**config.mk**
```make
export PLATFORM = sky130hd
export DESIGN_NAME = pixel_readout_mux
export DESIGN_NICKNAME = d
export VERILOG_FILES = /design/src/rtl/pixel_readout_mux.sv
export SDC_FILE = /design/constraint.sdc
export NUM_CORES = 1
export LEC_CHECK = 0
export BUFFER_PORTS_ARGS = -buffer_cell sky130_fd_sc_hd__buf_2
export CAP_MARGIN = 20
export CELL_PAD_IN_SITES_DETAIL_PLACEMENT = 1
export CELL_PAD_IN_SITES_GLOBAL_PLACEMENT = 1
export CORE_UTILIZATION = 35
export DETAILED_ROUTE_END_ITERATION = 7
export PLACE_DENSITY_LB_ADDON = 0.1
export REMOVE_ABC_BUFFERS = 1
export SLEW_MARGIN = 40
export SYNTH_ARGS = -nofsm -noshare
export SYNTH_HDL_FRONTEND = slang
export SYNTH_SLANG_ARGS = --single-unit
```
**constraint.sdc**
```tcl
create_clock -name clk -period 1.7 [get_ports clk]
set_input_delay 0.34 -clock clk [delete_from_list [all_inputs] [get_ports clk]]
set_output_delay 0.34 -clock clk [all_outputs]
set_load 0.01 [all_outputs]
```
**src/rtl/pixel_readout_mux.sv**
```systemverilog
// Registered N:1 column-bus mux with manual single-shot and auto-scan modes; 1 cycle capture-to-output.
// Backpressure: a beat holds stable while out_valid && !out_ready; no capture (and no scan advance) until accepted.
module pixel_readout_mux #(
    parameter int N_CHANNELS = 4,
    parameter int BUS_WIDTH  = 8,
    parameter int SEL_WIDTH  = $clog2(N_CHANNELS)
) (
    input  logic                            clk,
    input  logic                            reset,
    input  logic                            mode,
    input  logic                            start,
    input  logic [SEL_WIDTH-1:0]            select,
    input  logic [N_CHANNELS*BUS_WIDTH-1:0] in_data,
    output logic [BUS_WIDTH-1:0]            out_data,
    output logic [SEL_WIDTH-1:0]            out_chan,
    output logic                            out_valid,
    input  logic                            out_ready,
    output logic                            out_last,
    output logic                            busy,
    output logic                            sel_err
);

    localparam logic [1:0] S_IDLE = 2'd0;
    localparam logic [1:0] S_MAN  = 2'd1;
    localparam logic [1:0] S_SCAN = 2'd2;

    localparam logic [SEL_WIDTH-1:0] LAST_CHAN  = SEL_WIDTH'(N_CHANNELS - 1);
    localparam logic [SEL_WIDTH:0]   N_CHAN_EXT = (SEL_WIDTH + 1)'(N_CHANNELS);

    // Out-of-range indices fall through every match and yield zero.
    function automatic logic [BUS_WIDTH-1:0] chan_word(
        input logic [SEL_WIDTH-1:0]            idx,
        input logic [N_CHANNELS*BUS_WIDTH-1:0] bus
    );
        logic [BUS_WIDTH-1:0] w;
        w = '0;
        for (int k = 0; k < N_CHANNELS; k++) begin
            if (idx == SEL_WIDTH'(k)) begin
                w = bus[k*BUS_WIDTH +: BUS_WIDTH];
            end
        end
        return w;
    endfunction

    logic [1:0]           state_q, state_d;
    logic [SEL_WIDTH-1:0] cnt_q, cnt_d;
    logic [BUS_WIDTH-1:0] out_data_q, out_data_d;
    logic [SEL_WIDTH-1:0] out_chan_q, out_chan_d;
    logic                 out_valid_q, out_valid_d;
    logic                 out_last_q, out_last_d;
    logic                 sel_err_q, sel_err_d;
    logic                 cap_ok;

    always_comb begin
        state_d     = state_q;
        cnt_d       = cnt_q;
        out_data_d  = out_data_q;
        out_chan_d  = out_chan_q;
        out_valid_d = out_valid_q;
        out_last_d  = out_last_q;
        sel_err_d   = sel_err_q;
        cap_ok      = !out_valid_q || out_ready;

        if (out_valid_q && out_ready) begin
            out_valid_d = 1'b0;
        end

        case (state_q)
            S_IDLE: begin
                if (start) begin
                    if (mode) begin
                        state_d = S_SCAN;
                        cnt_d   = '0;
                    end else begin
                        state_d = S_MAN;
                    end
                end
            end
            S_MAN: begin
                if (cap_ok) begin
                    out_data_d  = chan_word(select, in_data);
                    out_chan_d  = select;
                    out_last_d  = 1'b1;
                    out_valid_d = 1'b1;
                    if ({1'b0, select} >= N_CHAN_EXT) begin
                        sel_err_d = 1'b1;
                    end
                    state_d = S_IDLE;
                end
            end
            S_SCAN: begin
                if (cap_ok) begin
                    out_data_d  = chan_word(cnt_q, in_data);
                    out_chan_d  = cnt_q;
                    out_valid_d = 1'b1;
                    out_last_d  = (cnt_q == LAST_CHAN);
                    if (cnt_q == LAST_CHAN) begin
                        cnt_d   = '0;
                        state_d = S_IDLE;
                    end else begin
                        cnt_d = cnt_q + 1'b1;
                    end
                end
            end
            default: begin
                state_d = S_IDLE;
            end
        endcase
    end

    always_ff @(posedge clk or negedge reset) begin
        if (!reset) begin
            state_q     <= S_IDLE;
            cnt_q       <= '0;
            out_data_q  <= '0;
            out_chan_q  <= '0;
            out_valid_q <= 1'b0;
            out_last_q  <= 1'b0;
            sel_err_q   <= 1'b0;
        end else begin
            state_q     <= state_d;
            cnt_q       <= cnt_d;
            out_data_q  <= out_data_d;
            out_chan_q  <= out_chan_d;
            out_valid_q <= out_valid_d;
            out_last_q  <= out_last_d;
            sel_err_q   <= sel_err_d;
        end
    end

    assign out_data  = out_data_q;
    assign out_chan  = out_chan_q;
    assign out_valid = out_valid_q;
    assign out_last  = out_last_q;
    assign sel_err   = sel_err_q;
    assign busy      = (state_q != S_IDLE);

endmodule

```
==> flow_metrics.py <==
metrics = {
    "logic_synthesis": {
        "synthFlopType": "dfrtp_1",
        "synth_edf_count": 0,
        "synth_seq_area_share_pct": 30.22,
        "syn-cell-area_um2": 1325,
        "netlist_instances": 143,
        "synth.distinct_cells": 28,
        "async_flop_share_pct": 100.0,
        "synth_area_leaders": "dfrtp_1 30%, mux4_1 14%, nand2b_1 7.6%, ha_1 6.6%, nand2_1 5.1%",
        "synth_top_cell_area_share_pct": 30.22,
        "ys_seq_elements": 16,
        "avgSynthCellArea_um2": 9.266,
        "synth_warnings": 0,
        "synth_top_area_cell": "dfrtp_1",
    },
    "critical_path": {
        "critPathTopFamily": "compound AO/OA/AOI/OAI gates",
        "critPathBufInv": 2,
        "r2r_start": "cnt_q[0]$_DFFE_PN0P_",
        "timing.rr.end": "out_data[7]$_DFFE_PN0P_",
        "crit_start": "cnt_q[0]$_DFFE_PN0P_",
        "cp-end-kind": "register",
        "max_stage_delay_ps": 420,
        "worstPathRequired_ps": 1870,
        "cp-start-kind": "register",
        "path_max_fanout": 7,
        "cpMaxStageDelayCell": "dfrtp_1",
        "reg2reg_depth": 7,
        "path_cells": "inv_1 > ha_2 > nor2_1 > buf_4 > o211ai_1 > o2111ai_1 > a31oi_1",
        "regToRegSetupSlack_ps": 100,
        "critPathArrivalTime_ps": 1760,
        "path_class": "reg -> reg",
    },
    "detailed_routing": {
        "vias": 1298,
        "dr.pass1.iters": 4,
        "ant_nets": 0,
        "wirelength_um": 3829,
        "drtIter0Drc": 42,
        "wl_per_cell_um": 15.76,
        "via_per_inst": 5.342,
        "drc_errors": 0,
    },
    "status": {
        "violations": "hold timing",
        "status": "finished, violations left",
    },
    "timing": {
        "rsz0062_at_grt": "no",
        "clock_skew_ps": 4.907,
        "slew_violations": 0,
        "fmax_ghz": 0.6261,
        "finalSetupViolCount": 0,
        "fin_crit_sh_pct": 93.95,
        "whs_ps": -2.576,
        "fin_crit_ps": 1597,
        "tns_ps": 0,
        "final-hold-violation-count": 6,
    },
    "global_routing": {
        "grt_max_degree": 17,
        "grt_pass1_vias": 1361,
        "overflow": 0,
        "grt_util_all_layers_pct": 20.52,
        "antenna_found_initial": 0,
        "grt_pass1_wl_um": 6382,
    },
    "place": {
        "port-buffer-count": 51,
        "gp_congestion": 0.7895,
        "dp_hpwl_um": 3071,
    },
    "finish": {
        "final_common_cell": "buf_2",
        "mostFrequentLayoutCells": "51 x buf_2, 17 x nand2_1, 16 x nand2b_1, 16 x dfrtp_1, 12 x nor2_1",
        "area_growth_pct": 31.26,
        "drive_gt1_share_pct": 36.04,
        "fin_nets": 244,
        "n_antenna_cell": 0,
    },
    "run": {
        "drv_cap": 0,
    },
    "power": {
        "leakage_nw": 0.7898,
        "power.density_nw_per_um2": 1540,
        "ir_drop_mv": 0.5055,
        "power_mw": 2.678,
    },
    "clock_tree": {
        "clk_latency_ps": 250,
        "htree_num_levels": 1,
        "cts_root_buffer": "clkbuf_8",
        "post_cts_resized": 0,
        "clock_path_buffers": 2,
        "cts_num_sinks": 16,
        "ctsHoldBuffers": 0,
        "clk_pin_slew_ps": 70,
        "cts_tree": "built",
        "cts_buffers": 3,
        "cts_setup_buffers": 0,
    },
    "floorplan": {
        "rows": 21,
        "start_util_pct": 38.20,
        "die-height_um": 63.53,
        "ioPinCount": 53,
        "fp.dieW_um": 63.53,
        "die_area_um2": 4036,
        "core_region_area_um2": 3468,
    },
    "hold_path": {
        "hold_path_class": "in -> async",
    },
}
## per-layer routing
layer / wire, um / GRT usage (%)
met5: 0 / 0
met4: 27 / 5.966
met3: 154 / 2.899
met2: 2053 / 38.70
met1: 1594 / 23.49
## how the worst max path moves through the flow
stage	end	slack [ps]	cells after the start
6_report	out_data[7]$_DFFE_PN0P_	100	7
5_1_grt	out_data[7]$_DFFE_PN0P_	20	7
4_1_cts	out_data[7]$_DFFE_PN0P_	20	5
3_5_place_dp	out_data[7]$_DFFE_PN0P_	100	5
3_3_place_gp	out_data[4]$_DFFE_PN0P_	170	7
2_1_floorplan	out_data[6]$_DFFE_PN0P_	-140	6
## logic make-up after synthesis
family                   share of synthesized area, %
multiplexers                                    19.36
flip-flops                                      30.22
adder cells (fa/ha/maj)                         6.610
AO/OA/AOI/OAI                                   18.89
other                                          0.2830
AND/OR/NAND/NOR                                 18.32
buffers and inverters                           6.327
## power breakdown
group | internal, mW | switching (mW)
logic | 0.749 | 0.894
registers | 0.572 | 0.115
clock network | 0.206 | 0.142
## through the flow
step	util (%)	setup slack (ps)	std cells	instance area, um2	hold WS [ps]
2_1_floorplan	-	-140.7	132	1271	44.41
3_3_place_gp	48.20	170.0	239	1672	277.7
3_5_place_dp	48.20	98.28	239	1672	289.1
4_1_cts	49.78	20.00	243	1727	10.83
5_1_grt	50.14	22.28	243	1739	22.32
6_report	50.14	102.8	243	1739	-2.576
## sequential cells by signal, summed over array words and instances, names as in the netlist
| signal | flops |
|---|---|
| out_data | 8 |
| out_last | 1 |
| cnt_q | 2 |
| out_valid | 1 |
| state_q | 2 |
| out_chan | 2 |
## cell type report
class                   instances  area [um2]
repair buffers                 61       342.8
inverters                       8       30.03
well taps                      46       57.56
multi-input cells             108       853.3
fillers                       437        1729
clock buffers                   4       55.05
flip-flops and latches         16       400.4
## Yosys cell counts (5+ instances only)
cell type	number
mux4_1	7
mux2i_1	5
dfrtp_1	16
nand2b_1	16
inv_1	8
ha_1	7
o211ai_1	8
clkbuf_1	6
a31oi_1	9
nor2_1	12
nand2_1	18
a21oi_1	6
o2111ai_1	7
Note: power is estimated with default switching activity, not from simulation.
